--- src/rtl/wb_sram_bist_if.sv ---
`default_nettype none
// +--------------------------------------------------------------------+
// | wb_sram_bist_if : Wishbone pipelined bus bundle for the SRAM BIST  |
// | Revision 1.0                                                       |
// +--------------------------------------------------------------------+
interface wb_sram_bist_if #(
    parameter int AW = 15
) ();
    logic          o_wb_cyc;
    logic          o_wb_stb;
    logic          o_wb_we;
    logic [AW-1:0] o_wb_addr;
    logic [31:0]   o_wb_data;
    logic [3:0]    o_wb_sel;
    logic          i_wb_stall;
    logic          i_wb_ack;
    logic          i_wb_err;
    logic [31:0]   i_wb_data;

    modport master (
        output o_wb_cyc, o_wb_stb, o_wb_we, o_wb_addr, o_wb_data, o_wb_sel,
        input  i_wb_stall, i_wb_ack, i_wb_err, i_wb_data
    );

    modport slave (
        input  o_wb_cyc, o_wb_stb, o_wb_we, o_wb_addr, o_wb_data, o_wb_sel,
        output i_wb_stall, i_wb_ack, i_wb_err, i_wb_data
    );
endinterface
`default_nettype wire

--- src/rtl/wb_sram_bist.sv ---
`default_nettype none
// +--------------------------------------------------------------------+
// | wb_sram_bist : write-then-readback memory test, Wishbone master    |
// | Revision 1.0                                                       |
// +--------------------------------------------------------------------+
module wb_sram_bist #(
    parameter int AW        = 15,
    parameter int LGTIMEOUT = 6
) (
    input  logic          i_clk,
    input  logic          i_reset_n,
    input  logic          i_start,
    input  logic [AW-1:0] i_first,
    input  logic [AW-1:0] i_last,
    input  logic [31:0]   i_seed,
    output logic          o_busy,
    output logic          o_done,
    output logic          o_fail,
    output logic          o_timeout,
    output logic [15:0]   o_err_count,
    output logic [AW-1:0] o_err_addr,
    output logic [31:0]   o_err_data,
    wb_sram_bist_if.master wb
);

    typedef enum logic [2:0] {
        S_IDLE = 3'd0,
        S_WREQ = 3'd1,
        S_WACK = 3'd2,
        S_GAP  = 3'd3,
        S_RREQ = 3'd4,
        S_RACK = 3'd5,
        S_DONE = 3'd6
    } state_t;

    state_t               r_state;
    state_t               w_next;
    logic [AW-1:0]        r_first;
    logic [AW-1:0]        r_last;
    logic [AW-1:0]        r_addr;
    logic [31:0]          r_seed;
    logic [LGTIMEOUT-1:0] r_tmo;
    logic                 r_fail;
    logic                 r_timeout;
    logic [15:0]          r_err_count;
    logic [AW-1:0]        r_err_addr;
    logic [31:0]          r_err_data;

    logic                 w_cyc;
    logic                 w_stb;
    logic                 w_we;
    logic [15:0]          w_a16;
    logic [31:0]          w_pattern;
    logic                 w_last_word;
    logic                 w_tmo_hit;
    logic                 w_mismatch;

    assign w_a16       = 16'(r_addr);
    assign w_pattern   = r_seed ^ {~w_a16, w_a16};
    assign w_last_word = (r_addr == r_last);
    assign w_tmo_hit   = &r_tmo;
    assign w_mismatch  = (wb.i_wb_data != w_pattern);

    always_ff @(posedge i_clk) begin
        if (!i_reset_n)
            r_state <= S_IDLE;
        else
            r_state <= w_next;
    end

    // Bus error wins over a simultaneous ack; acks outside the ACK states are ignored.
    always_comb begin
        w_next = r_state;
        w_cyc  = 1'b0;
        w_stb  = 1'b0;
        w_we   = 1'b0;
        case (r_state)
            S_IDLE: begin
                if (i_start)
                    w_next = S_WREQ;
            end
            S_WREQ: begin
                w_cyc = 1'b1;
                w_stb = 1'b1;
                w_we  = 1'b1;
                if (!wb.i_wb_stall)
                    w_next = S_WACK;
            end
            S_WACK: begin
                w_cyc = 1'b1;
                w_we  = 1'b1;
                if (wb.i_wb_err)
                    w_next = S_DONE;
                else if (wb.i_wb_ack)
                    w_next = w_last_word ? S_GAP : S_WREQ;
                else if (w_tmo_hit)
                    w_next = S_DONE;
            end
            S_GAP: begin
                w_next = S_RREQ;
            end
            S_RREQ: begin
                w_cyc = 1'b1;
                w_stb = 1'b1;
                if (!wb.i_wb_stall)
                    w_next = S_RACK;
            end
            S_RACK: begin
                w_cyc = 1'b1;
                if (wb.i_wb_err)
                    w_next = S_DONE;
                else if (wb.i_wb_ack)
                    w_next = w_last_word ? S_DONE : S_RREQ;
                else if (w_tmo_hit)
                    w_next = S_DONE;
            end
            S_DONE: begin
                w_next = S_IDLE;
            end
            default: begin
                w_next = S_IDLE;
            end
        endcase
    end

    always_ff @(posedge i_clk) begin
        if (!i_reset_n) begin
            r_first     <= '0;
            r_last      <= '0;
            r_addr      <= '0;
            r_seed      <= '0;
            r_tmo       <= '0;
            r_fail      <= 1'b0;
            r_timeout   <= 1'b0;
            r_err_count <= '0;
            r_err_addr  <= '0;
            r_err_data  <= '0;
        end else begin
            case (r_state)
                S_IDLE: begin
                    if (i_start) begin
                        r_first     <= i_first;
                        r_last      <= i_last;
                        r_seed      <= i_seed;
                        r_addr      <= i_first;
                        r_tmo       <= '0;
                        r_fail      <= 1'b0;
                        r_timeout   <= 1'b0;
                        r_err_count <= '0;
                        r_err_addr  <= '0;
                        r_err_data  <= '0;
                    end
                end
                S_WREQ, S_RREQ: begin
                    if (!wb.i_wb_stall)
                        r_tmo <= '0;
                end
                S_WACK: begin
                    if (wb.i_wb_err) begin
                        r_fail <= 1'b1;
                    end else if (wb.i_wb_ack) begin
                        if (!w_last_word)
                            r_addr <= r_addr + AW'(1);
                    end else if (w_tmo_hit) begin
                        r_fail    <= 1'b1;
                        r_timeout <= 1'b1;
                    end else begin
                        r_tmo <= r_tmo + LGTIMEOUT'(1);
                    end
                end
                S_GAP: begin
                    r_addr <= r_first;
                end
                S_RACK: begin
                    if (wb.i_wb_err) begin
                        r_fail <= 1'b1;
                    end else if (wb.i_wb_ack) begin
                        if (w_mismatch) begin
                            if (r_err_count != 16'hFFFF)
                                r_err_count <= r_err_count + 16'd1;
                            if (r_err_count == 16'd0) begin
                                r_err_addr <= r_addr;
                                r_err_data <= wb.i_wb_data;
                            end
                        end
                        // Mismatch history is folded into o_fail on entry to DONE.
                        if (w_last_word)
                            r_fail <= r_fail | w_mismatch | (r_err_count != 16'd0);
                        else
                            r_addr <= r_addr + AW'(1);
                    end else if (w_tmo_hit) begin
                        r_fail    <= 1'b1;
                        r_timeout <= 1'b1;
                    end else begin
                        r_tmo <= r_tmo + LGTIMEOUT'(1);
                    end
                end
                default: begin
                end
            endcase
        end
    end

    assign o_busy      = (r_state != S_IDLE) && (r_state != S_DONE);
    assign o_done      = (r_state == S_DONE);
    assign o_fail      = r_fail;
    assign o_timeout   = r_timeout;
    assign o_err_count = r_err_count;
    assign o_err_addr  = r_err_addr;
    assign o_err_data  = r_err_data;

    assign wb.o_wb_cyc  = w_cyc;
    assign wb.o_wb_stb  = w_stb;
    assign wb.o_wb_we   = w_we;
    assign wb.o_wb_addr = r_addr;
    assign wb.o_wb_data = w_we ? w_pattern : 32'h0;
    assign wb.o_wb_sel  = 4'hf;

endmodule
`default_nettype wire
--- src/flat_wrapper.sv ---
// flat-port wrapper written by rule: the top's interface ports become plain ports
module wb_sram_bist_flat 
#(
    parameter int AW        = 15,
    parameter int LGTIMEOUT = 6
)
  (i_clk, i_reset_n, i_start, i_first, i_last, i_seed, o_busy, o_done, o_fail, o_timeout, o_err_count, o_err_addr, o_err_data, wb_o_wb_cyc, wb_o_wb_stb, wb_o_wb_we, wb_o_wb_addr, wb_o_wb_data, wb_o_wb_sel, wb_i_wb_stall, wb_i_wb_ack, wb_i_wb_err, wb_i_wb_data);
  wb_sram_bist_if #(.AW(AW)) wb_i ();
  input  logic i_clk;
  input  logic i_reset_n;
  input  logic i_start;
  input  logic [AW-1:0] i_first;
  input  logic [AW-1:0] i_last;
  input  logic [31:0] i_seed;
  output logic o_busy;
  output logic o_done;
  output logic o_fail;
  output logic o_timeout;
  output logic [15:0] o_err_count;
  output logic [AW-1:0] o_err_addr;
  output logic [31:0] o_err_data;
  output wire logic [$bits(wb_i.o_wb_cyc)-1:0] wb_o_wb_cyc;
  output wire logic [$bits(wb_i.o_wb_stb)-1:0] wb_o_wb_stb;
  output wire logic [$bits(wb_i.o_wb_we)-1:0] wb_o_wb_we;
  output wire logic [$bits(wb_i.o_wb_addr)-1:0] wb_o_wb_addr;
  output wire logic [$bits(wb_i.o_wb_data)-1:0] wb_o_wb_data;
  output wire logic [$bits(wb_i.o_wb_sel)-1:0] wb_o_wb_sel;
  input wire logic [$bits(wb_i.i_wb_stall)-1:0] wb_i_wb_stall;
  input wire logic [$bits(wb_i.i_wb_ack)-1:0] wb_i_wb_ack;
  input wire logic [$bits(wb_i.i_wb_err)-1:0] wb_i_wb_err;
  input wire logic [$bits(wb_i.i_wb_data)-1:0] wb_i_wb_data;
  assign wb_o_wb_cyc = wb_i.o_wb_cyc;
  assign wb_o_wb_stb = wb_i.o_wb_stb;
  assign wb_o_wb_we = wb_i.o_wb_we;
  assign wb_o_wb_addr = wb_i.o_wb_addr;
  assign wb_o_wb_data = wb_i.o_wb_data;
  assign wb_o_wb_sel = wb_i.o_wb_sel;
  assign wb_i.i_wb_stall = wb_i_wb_stall;
  assign wb_i.i_wb_ack = wb_i_wb_ack;
  assign wb_i.i_wb_err = wb_i_wb_err;
  assign wb_i.i_wb_data = wb_i_wb_data;
  wb_sram_bist #(.AW(AW), .LGTIMEOUT(LGTIMEOUT)) u_core (.i_clk(i_clk), .i_reset_n(i_reset_n), .i_start(i_start), .i_first(i_first), .i_last(i_last), .i_seed(i_seed), .o_busy(o_busy), .o_done(o_done), .o_fail(o_fail), .o_timeout(o_timeout), .o_err_count(o_err_count), .o_err_addr(o_err_addr), .o_err_data(o_err_data), .wb(wb_i));
endmodule
--- config.mk ---
export PLATFORM = sky130hd
export DESIGN_NAME = wb_sram_bist_flat
export DESIGN_NICKNAME = d
export VERILOG_FILES = /design/src/rtl/wb_sram_bist_if.sv /design/src/rtl/wb_sram_bist.sv /design/src/flat_wrapper.sv
export SDC_FILE = /design/constraint.sdc
export NUM_CORES = 1
export LEC_CHECK = 0
export BUFFER_PORTS_ARGS = -buffer_cell sky130_fd_sc_hd__buf_2
export CORE_ASPECT_RATIO = 2
export CORE_UTILIZATION = 48
export DETAILED_ROUTE_END_ITERATION = 7
export PLACE_DENSITY = 0.74
export SYNTH_ARGS = -nofsm -noshare
export SYNTH_HDL_FRONTEND = slang
export SYNTH_SLANG_ARGS = --single-unit
export TNS_END_PERCENT = 30
--- constraint.sdc ---
create_clock -name i_clk -period 6 [get_ports i_clk]
set_input_delay 0.9 -clock i_clk [delete_from_list [all_inputs] [get_ports i_clk]]
set_output_delay 0.9 -clock i_clk [all_outputs]
set_load 0.02 [all_outputs]
==> results.ini, run 1 <==
[global_route]
antenna_found_initial = 1
grt_pass1_vias = 7205
grt_max_degree = 114
gr-usage-all-layers_pct = 28.0
grt_pass1_wl_um = 36700
grt.overflow.total = 0

[timing]
finalSetupTns_ns = 0
relSlewSlack_pct = 25.7
grt_setup_unrepaired = no
layout_min_cycle_time_ns = 3.62
timing.final.crit_share_pct = 60.3
final-hold-violation-count = 0
drv_slew = 0
fin_skew_ns = 0.0142
fmax_mhz = 276
tightest_slew_ns = 1.11
setup_viol = 0

[floorplan]
die_area_um2 = 17000
die_y_um = 183
initial_core_util_pct = 49.4
core_area_um2 = 15900
pin_count = 221
die_w_um = 92.6
rows = 65

[logic_synthesis]
synth.largest_area_cell = dfxtp_1
synth_top_family_by_area = simple AND/OR/NAND/NOR gates
yosys.area_share.xor_xnor_pct = 8.62
ys.flop_type = dfxtp_1
synth-seq-cells = 151
syn_area_um2 = 7880
synth_area_per_cell_um2 = 7.72
syn_inst = 1020
ys_seq_area_share_pct = 38.4
synth_compound_area_share_pct = 20.1
synth-simple-area-share_pct = 25.5
synth_edf_count = 0
synth_mux_area_share_pct = 0.143
synth_cell_type_count = 63
synth_area_leaders = dfxtp_1 (38%), nand2_1 (8.2%), nand3_1 (7.7%)
ys_warn_count = 0
synth_top_cell_area_share_pct = 38.4
synth_fa_ha_area_share_pct = 0.762
async_reset_ff_share_pct = 0

[route]
first_pass_iters = 7
drt_iter0_markers = 411
avgRoutedWirePerCell_um = 17.2
postRouteAntennaNets = 0
routed_via_density = 5.65
drt-total-wl_um = 24000
drc = 0
vias = 7887

[clock_network]
cts_tree = yes
clkTransAtPathRegs_ns = 0.06
cts_root_buf = clkbuf_16
clk_path_buf_depth = 2
post_cts_buffers = 0
htreeDepth = 4
clk_latency_ns = 0.42
clock-sinks = 151
postCtsHoldBufs = 0
cts_made_buffers = 17
cts_resized = 0

[worst_setup_path]
crit_type = flip-flop to flip-flop
crit_path_end_kind = flip-flop
critPathArrivalTime_ns = 3.93
cp_max_fo = 53
crit_required_ns = 6.31
r2r.worst_path.cells = 10
critPathLaunchType = flip-flop

[final_layout]
drive_above_1_share_pct = 23.2
layout_commonest_cell = buf_2
area_growth_pct = 21.1
nets = 1285
fillers = 1537
finish.utilization_pct = 59.8
layout_common_cells = buf_2 (215), nand2_1 (171), dfxtp_1 (151)

[min_path]
hold_depth = 2
min_path_type = flip-flop to flip-flop

[pwr]
ir_drop_v = 0.000255
p_leak_nw = 4.11
p_per_area_nw_per_um2 = 347

[job]
max-cap-violations = 0

[run_status]
status = finished clean

[placed_design]
gp_congestion = 0.895
place.port_buffers = 216
hpwl_um = 17300

area by class of cell:
type                            count  area, µm²  share of cell area [%]
Multi-Input combinational cell    764       4370                    45.8
Sequential cell                   151       3020                    31.7
Timing Repair Buffer              226       1160                    12.1
Clock buffer                       22        484                    5.08
Tap cell                          201        251                    2.64
Clock inverter                     10        166                    1.74
Inverter                           21       78.8                   0.826
Antenna cell                        1       2.50                  0.0262
power breakdown:
group          total (mW)  internal [mW]  switching [mW]
clock                1.16          0.743           0.419
combinational       0.921          0.312           0.609
sequential           1.22           1.08           0.141
total                3.31           2.14            1.17
state kept, by name, indices dropped and copies added, names as in the netlist, 3 cells and up:
name                 flops
u_core.r_state           3
u_core.o_err_data       32
u_core.r_last           15
u_core.wb.o_wb_addr     15
u_core.r_seed           32
u_core.o_err_count      16
u_core.o_err_addr       15
u_core.r_first          15
u_core.r_tmo             6
per-layer routing:
layer / wire length [µm] / share of wire, % / global-route usage [%]
met4: 1240 / 5.2 / 16.8
met5: 0 / 0 / 0
met2: 12100 / 51 / 47.2
met1: 9370 / 39 / 33.1
met3: 1260 / 5.2 / 4.06
cells in the mapped netlist, drive strengths merged, types with 4 or more instances:
library cell,n
nand2,172
dfxtp,151
nand3,121
o21ai,92
a21boi,69
nor2,62
clkbuf,60
xor2,50
a21oi,28
buf,27
xnor2,25
inv,21
and3,15
nand4,13
or3,11
a31oi,9
nor3,9
a221oi,8
and2,7
nor4,7
o22ai,6
a22oi,5
ha,4
nor2b,4
o211a,4
kinds of logic after synthesis:
family                   after synthesis
AND/OR/NAND/NOR                      435
AO/OA/AOI/OAI                        244
buffers and inverters                108
multiplexers                           1
other                                  1
flip-flops                           151
XOR/XNOR                              75
adder cells (fa/ha/maj)                5
final timing paths:
path	startpoint	to	slack, ns
worst min register to register	u_core.o_err_data[21]	u_core.o_err_data[21]	0.45
worst max-delay path	u_core.r_state[1]	u_core.wb.o_wb_addr[0]	2.38
worst min-delay path	u_core.o_err_data[21]	u_core.o_err_data[21]	0.45
worst max register to register	u_core.r_state[1]	u_core.wb.o_wb_addr[0]	2.38
metrics by stage:
| step | hold slack, ns | instances | setup WS [ns] | cell area, µm² | total power [mW] |
|---|---|---|---|---|---|
| after floorplan | 0.440 | 1023 | 3.39 | 7890 | 1.87 |
| after global placement | 0.439 | 1363 | 2.41 | 8880 | 2.15 |
| after detailed placement | 0.448 | 1363 | 2.31 | 8880 | 2.16 |
| after CTS | 0.456 | 1395 | 2.45 | 9540 | 3.32 |
| after global routing | 0.473 | 1396 | 2.06 | 9540 | 3.46 |
| final | 0.451 | 1396 | 2.38 | 9540 | 3.31 |
worst max-delay path, cell delays in order, from the launching register on:
cell and delay [ns]:
dfxtp_1 0.64, inv_2 0.19, and3_2 0.26, buf_4 0.29
a21oi_2 0.17, buf_4 0.30, a21oi_1 0.12, a21oi_2 0.82
inv_1 0.29, a221oi_1 0.36, nor2_1 0.06
(Power assumes the default switching activity.)
==> run 2, diff against run 1 <==
--- a/config.mk
+++ b/config.mk
@@ -5,6 +5,7 @@
 export SDC_FILE = /design/constraint.sdc
 export NUM_CORES = 1
 export LEC_CHECK = 0
+export ABC_AREA = 1
 export BUFFER_PORTS_ARGS = -buffer_cell sky130_fd_sc_hd__buf_2
 export CORE_ASPECT_RATIO = 2
 export CORE_UTILIZATION = 48
==> constraint.sdc (replaced) <==
create_clock -name i_clk -period 3.8 [get_ports i_clk]
set_input_delay 0.57 -clock i_clk [delete_from_list [all_inputs] [get_ports i_clk]]
set_output_delay 0.57 -clock i_clk [all_outputs]
set_load 0.02 [all_outputs]
==> results.ini, run 2 <==
[worst_setup_path]
r2r_end = u_core.o_err_data[16]
crit_path_max_incr_delay_ns = 0.38  ; -0.44 ns
critPathMostFrequentCell = inv_1
critPathLaunchType = flip-flop
critPathArrivalTime_ns = 2.46  ; -1.47 ns
cp_top_family = buffers and inverters
path_cells = inv_1, nand3_1, nand2_1, inv_1, buf_4, a21oi_1, buf_2
r2r.worst_path.cells = 14  ; +4
crit_path_end = wb_o_wb_data[5]
critical_path.slowest_cell = a21oi_1
crit_path_end_kind = output pin
rrSetupSlack_ns = 0.95  ; -1.43 ns
worstSetupPathDepth = 7  ; -3
cp_max_fo = 12  ; -77%
crit_start = u_core.r_state[1]
critical_path_buf_inv_count = 4  ; unchanged
crit_type = flip-flop to output pin
r2r-start = u_core.wb.o_wb_addr[7]
crit_required_ns = 3.23  ; -3.08 ns

[route]
drt_iter0_markers = 668  ; +63%
first_pass_iters = 7  ; unchanged
drc = 0  ; unchanged
avgRoutedWirePerCell_um = 18.5  ; +8.0%
vias = 9741  ; +24%
drt-total-wl_um = 31900  ; +33%
postRouteAntennaNets = 0  ; unchanged
routed_via_density = 5.67  ; +0.36%

[global_route]
grt_pass1_wl_um = 47400  ; +29%
gr-usage-all-layers_pct = 35.5  ; +7.5 points
grt.overflow.total = 0  ; unchanged
antenna_found_initial = 2  ; +1
grt_max_degree = 64  ; -44%
grt_pass1_vias = 9065  ; +26%

[floorplan]
die_w_um = 95.4  ; +3.0%
initial_core_util_pct = 48.7  ; -0.71 points
pin_count = 221  ; unchanged
rows = 68  ; +4.6%
die_area_um2 = 18000  ; +6.2%
core_area_um2 = 17200  ; +7.8%
die_y_um = 189  ; +3.1%

[timing]
fmax_mhz = 331
grt_setup_unrepaired = no
drv_slew = 0  ; unchanged
setup_viol = 0  ; unchanged
final-hold-violation-count = 0  ; unchanged
relSlewSlack_pct = 50.3  ; +25 points
layout_min_cycle_time_ns = 3.03
fin_skew_ns = 0.0102  ; -0.00402 ns
tightest_slew_ns = 0.742  ; -0.373 ns
timing.final.crit_share_pct = 79.6
fin_ws_ns = 0.775  ; -1.60 ns
finalSetupTns_ns = 0  ; unchanged

[clock_network]
cts_tree = yes
post_cts_buffers = 0  ; unchanged
clk_latency_ns = 0.44  ; +0.02 ns
cts_resized = 0  ; unchanged
cts_made_buffers = 17  ; unchanged
cts_root_buf = clkbuf_16
clock-sinks = 151  ; unchanged
clk_path_buf_depth = 2  ; unchanged
htreeDepth = 4  ; unchanged
postCtsHoldBufs = 0  ; unchanged
clkTransAtPathRegs_ns = 0.07  ; about the same

[min_path]
hold_depth = 3  ; +1
min_path_type = input pin to flip-flop

[final_layout]
layout_common_cells = nand2_1 (331), buf_2 (216), a21oi_1 (178)
layout_commonest_cell = nand2_1
drive_above_1_share_pct = 19.2  ; -4.0 points
area_growth_pct = 21.5
fillers = 1741  ; +13%
nets = 1597  ; +24%

[logic_synthesis]
synth.largest_area_cell = dfxtp_1
synth-seq-cells = 151  ; unchanged
synth_edf_count = 0  ; unchanged
syn_area_um2 = 8370  ; +6.3%
async_reset_ff_share_pct = 0  ; unchanged
ys.flop_type = dfxtp_1
synth_area_leaders = dfxtp_1 (36%), nand2_1 (15%), a21oi_1 (11%)
ys_warn_count = 0  ; unchanged
ys_seq_area_share_pct = 36.1  ; -2.3 points
yosysMostFrequentCell = nand2_1
ys_top_cells_by_count = nand2_1 (332), a21oi_1 (178), dfxtp_1 (151), inv_1 (130), nor2_1 (124)
synth_area_per_cell_um2 = 6.41  ; -17%
synth_cell_type_count = 39  ; -38%
syn_inst = 1307  ; +28%
synth_top_cell_area_share_pct = 36.1  ; -2.3 points

[pwr]
power_frac_seq_pct = 29.8  ; -7.2 points
p_leak_nw = 4.67  ; +14%
switching_power_mw = 3.31  ; +180%
internal_power_mw = 3.68  ; +72%
switching_share_pct = 47.4  ; +12 points
comb_power_share_pct = 46.9  ; +19 points
p_per_area_nw_per_um2 = 687  ; +98%
pwr-share-clk_pct = 23.4  ; -12 points
ir_drop_v = 0.000641  ; +150%

[run_status]
status = finished clean

[placed_design]
gp_congestion = 0.968  ; +8.2%
place.port_buffers = 216  ; unchanged
dp_slack_ns = 1.03  ; -1.28 ns
hpwl_um = 23800  ; +38%

[job]
max-cap-violations = 0  ; unchanged

run 2: cell count changes in the layout (fill, tap and decap cells not counted), moves of 12 or more:
cell      previous run  this run
a21boi_0            69         0
a21oi_1             26       178
and3_1              14         0
buf_4               11        29
inv_1               20       129
nand2_1            171       331
nand3_1            121        86
nand4_1             12        69
nor2_1              61       124
o21ai_1             32         1
xnor2_1             24        12
xor2_1              48        15
run 2: how the worst min path moves through the flow:
stage / from / endpoint
floorplan: u_core.r_first[13] / u_core.r_first[13]
global placement: u_core.r_first[14] / u_core.r_first[14]
detailed placement: u_core.o_timeout / u_core.o_timeout
CTS: wb_i_wb_stall / u_core.r_state[0]
global route: i_last[0] / u_core.r_last[0]
finish: wb_i_wb_stall / u_core.r_state[0]
run 2: cell type report:
class	instances	area [µm²]	share of cell area [%]
flip-flops and latches	151	3020	29.7
repair buffers	245	1300	12.8
well taps	210	263	2.58
diodes	2	5.00	0.0492
inverters	134	503	4.94
multi-input cells	944	4520	44.4
clock buffers	22	464	4.56
clock inverters	10	97.6	0.959
run 2: cells by family after synthesis:
group                      after synthesis  share of synthesized area [%]
DFF                                    151                           36.1
other                                    1                         0.0448
buffers and inverters                  215                           10.4
xor gates and xnor gates                27                           2.82
AOI/OAI and AO/OA                      270                           17.2
and+or+nand+nor                        639                           32.9
adders and majority gates                4                          0.598
run 2: metal layers:
layer	track usage (%)	routed length, µm	up-vias	part of all wire (%)
met4	31.3	2950	0	9.3
met5	0	0	-	0
met3	8.39	2290	151	7.2
met1	35.3	10900	4437	34
met2	59.4	15700	478	49
li1	-	-	4675	-
run 2: per-stage QoR:
step,hold slack [ns],power (mW),instances,cell area [µm²],util [%]
floorplan,0.425,4.18,1310,8380,-
global placement,0.435,5.25,1684,9610,55.9
detailed placement,0.443,5.29,1684,9610,55.9
CTS,0.391,6.91,1716,10200,59.2
global route,0.407,7.34,1718,10200,59.2
finish,0.394,6.99,1718,10200,59.2
run 2: worst reg2reg max path, cell delays in order, from the launching register on:
cell and delay, ns:
dfxtp_1 0.65, inv_1 0.31, nand2_1 0.16, nand2_1 0.08, nand2_1 0.06, nand3_1 0.13
nor2_1 0.14, nand2_1 0.07, nor2_1 0.16, nand3_2 0.11, buf_4 0.25, nand3_2 0.10
buf_4 0.31, nand2_1 0.09, a21oi_1 0.15
run 2: power by group through the flow:
stage               sequential, mW  clock (mW)  combinational, mW
floorplan                     2.12           0               2.07
global placement              2.09           0               3.16
detailed placement            2.10           0               3.19
CTS                           2.07        1.64               3.20
global route                  2.10        1.71               3.54
finish                        2.08        1.63               3.28
==> run 3, diff against run 2 <==
==> constraint.sdc (replaced) <==
create_clock -name i_clk -period 2.8 [get_ports i_clk]
set_input_delay 0.42 -clock i_clk [delete_from_list [all_inputs] [get_ports i_clk]]
set_output_delay 0.42 -clock i_clk [all_outputs]
set_load 0.02 [all_outputs]
==> results.ini, run 3 (synthesis results as in run 2) <==
[worst_setup_path]
r2r-start = u_core.wb.o_wb_addr[1]
r2r.worst_path.cells = 13  ; -1
crit_required_ns = 3.15  ; -0.08 ns
cp_max_fo = 42  ; +30
critPathArrivalTime_ns = 2.94  ; +0.48 ns
rrSetupSlack_ns = 0.22  ; -0.73 ns
crit_type = flip-flop to flip-flop
crit_path_end_kind = flip-flop
r2r_end = u_core.o_err_data[1]
critPathLaunchType = flip-flop

[timing]
fin_hold_ws_ns = 0.257  ; -0.137 ns
tightest_slew_ns = 0.536  ; -0.206 ns
drv_slew = 0  ; unchanged
finalSetupTns_ns = 0  ; unchanged
fin_skew_ns = 0.00692  ; -0.00324 ns
fmax_mhz = 387
relSlewSlack_pct = 63.9  ; +14 points
setup_viol = 0  ; unchanged
layout_min_cycle_time_ns = 2.58
final-hold-violation-count = 0  ; unchanged
timing.final.crit_share_pct = 92.2
grt_setup_unrepaired = no

[global_route]
gr-usage-all-layers_pct = 36.0  ; +0.55 points
grt_max_degree = 107  ; +67%
grt.overflow.total = 0  ; unchanged
grt_pass1_wl_um = 48300  ; +1.8%
grt_pass1_vias = 9154  ; +0.98%
antenna_found_initial = 1  ; -1

[final_layout]
area_growth_pct = 24.0
layout_common_cells = nand2_1 (331), buf_2 (216), a21oi_1 (178)
fillers = 1714  ; -1.6%
drive_above_1_share_pct = 19.9  ; +0.67 points
layout_commonest_cell = nand2_1
nets = 1613  ; +1.0%

[route]
drt_iter0_markers = 626  ; -6.3%
first_pass_iters = 7  ; unchanged
avgRoutedWirePerCell_um = 18.6  ; +0.39%
postRouteAntennaNets = 0  ; unchanged
drt-total-wl_um = 32300  ; +1.3%
vias = 9775  ; +0.35%
drc = 4  ; +4
routed_via_density = 5.64  ; -0.52%

[floorplan]
pin_count = 221  ; unchanged
initial_core_util_pct = 48.7  ; unchanged
die_area_um2 = 18000  ; unchanged
rows = 68  ; unchanged
die_w_um = 95.4  ; unchanged
core_area_um2 = 17200  ; unchanged
die_y_um = 189  ; unchanged

[pwr]
ir_drop_v = 0.000615  ; -4.1%
p_leak_nw = 4.80  ; +2.8%
p_per_area_nw_per_um2 = 945  ; +38%

[clock_network]
post_cts_buffers = 0  ; unchanged
clk_latency_ns = 0.42  ; -0.02 ns
clk_path_buf_depth = 2  ; unchanged
cts_resized = 0  ; unchanged
clkTransAtPathRegs_ns = 0.06  ; about the same
clock-sinks = 151  ; unchanged
postCtsHoldBufs = 0  ; unchanged
cts_root_buf = clkbuf_16
cts_made_buffers = 17  ; unchanged
htreeDepth = 4  ; unchanged
cts_tree = yes

[min_path]
hold_depth = 3  ; unchanged
hold_end = u_core.r_state[0]
min_from = wb_i_wb_stall
min_path_type = input pin to flip-flop

[job]
max-cap-violations = 0  ; unchanged

[run_status]
status = complete, but fails checks
violations = DRC

[placed_design]
place.port_buffers = 216  ; unchanged
gp_congestion = 0.941  ; -2.8%
hpwl_um = 24700  ; +3.8%

==> run 3: cell count changes in the layout (fill, tap and decap cells not counted), sizes merged <==
cell,previous run,this run
clkinv,2,4
buf,245,261
bufinv,1,4
inv,135,134
clkinvlp,6,1
==> run 3: how the worst max path moves through the flow <==
stage          slack, ns  cells after the start                     end              startpoint
2_1_floorplan       0.74                     10   u_core.o_err_count[9]   u_core.o_err_count[1]
6_report            0.22                     13    u_core.o_err_data[1]  u_core.wb.o_wb_addr[1]
4_1_cts             0.24                     13    u_core.o_err_data[1]  u_core.wb.o_wb_addr[1]
5_1_grt             0.05                     13    u_core.o_err_data[8]  u_core.wb.o_wb_addr[4]
3_5_place_dp        0.26                     13    u_core.o_err_data[1]  u_core.wb.o_wb_addr[1]
3_3_place_gp        0.33                     13  u_core.o_err_count[10]  u_core.wb.o_wb_addr[1]
==> run 3: report_power, final <==
part	internal [mW]	switching, mW	leakage, nW
Combinational	1.40	3.28	3.28
Sequential	2.47	0.283	1.23
Clock	1.48	0.886	0.288
==> run 3: critical path, stage by stage, from the launching register on <==
cell and delay (ns):
dfxtp_1 0.65, inv_1 0.29, nand2_1 0.15, nand3_1 0.15, nand2_1 0.09, inv_1 0.04
nand2_1 0.06, nor2_1 0.04, nand2_1 0.06, nor2_1 0.06, nand3_2 0.13, buf_4 0.42
nand4_1 0.17, a21oi_1 0.17
==> run 3: cell type report <==
cell class	count	area (µm²)	share of cell area [%]
flip-flops and latches	151	3020	29.1
clock buffers	22	444	4.28
well taps	210	263	2.53
repair buffers	261	1470	14.2
diodes	2	5.00	0.0482
multi-input cells	944	4520	43.6
inverters	134	503	4.85
clock inverters	9	151	1.46
==> run 3: metrics by stage <==
step	total power [mW]	util, %	setup WS (ns)	cells	cell area, µm²
global route	10.3	60.4	0.0473	1732	10400
detailed placement	7.37	56.9	0.259	1700	9780
global placement	7.35	56.9	0.328	1700	9780
finish	9.81	60.4	0.218	1733	10400
CTS	9.74	60.4	0.242	1731	10400
floorplan	5.68	-	0.737	1310	8380
==> run 3: metal layers <==
metal	track usage [%]	part of all wire [%]	up-vias
li1	-	-	4695
met1	36.6	34	4471
met2	61.3	51	453
met3	6.42	5.7	156
met4	31.2	9.2	0
met5	0	0	-
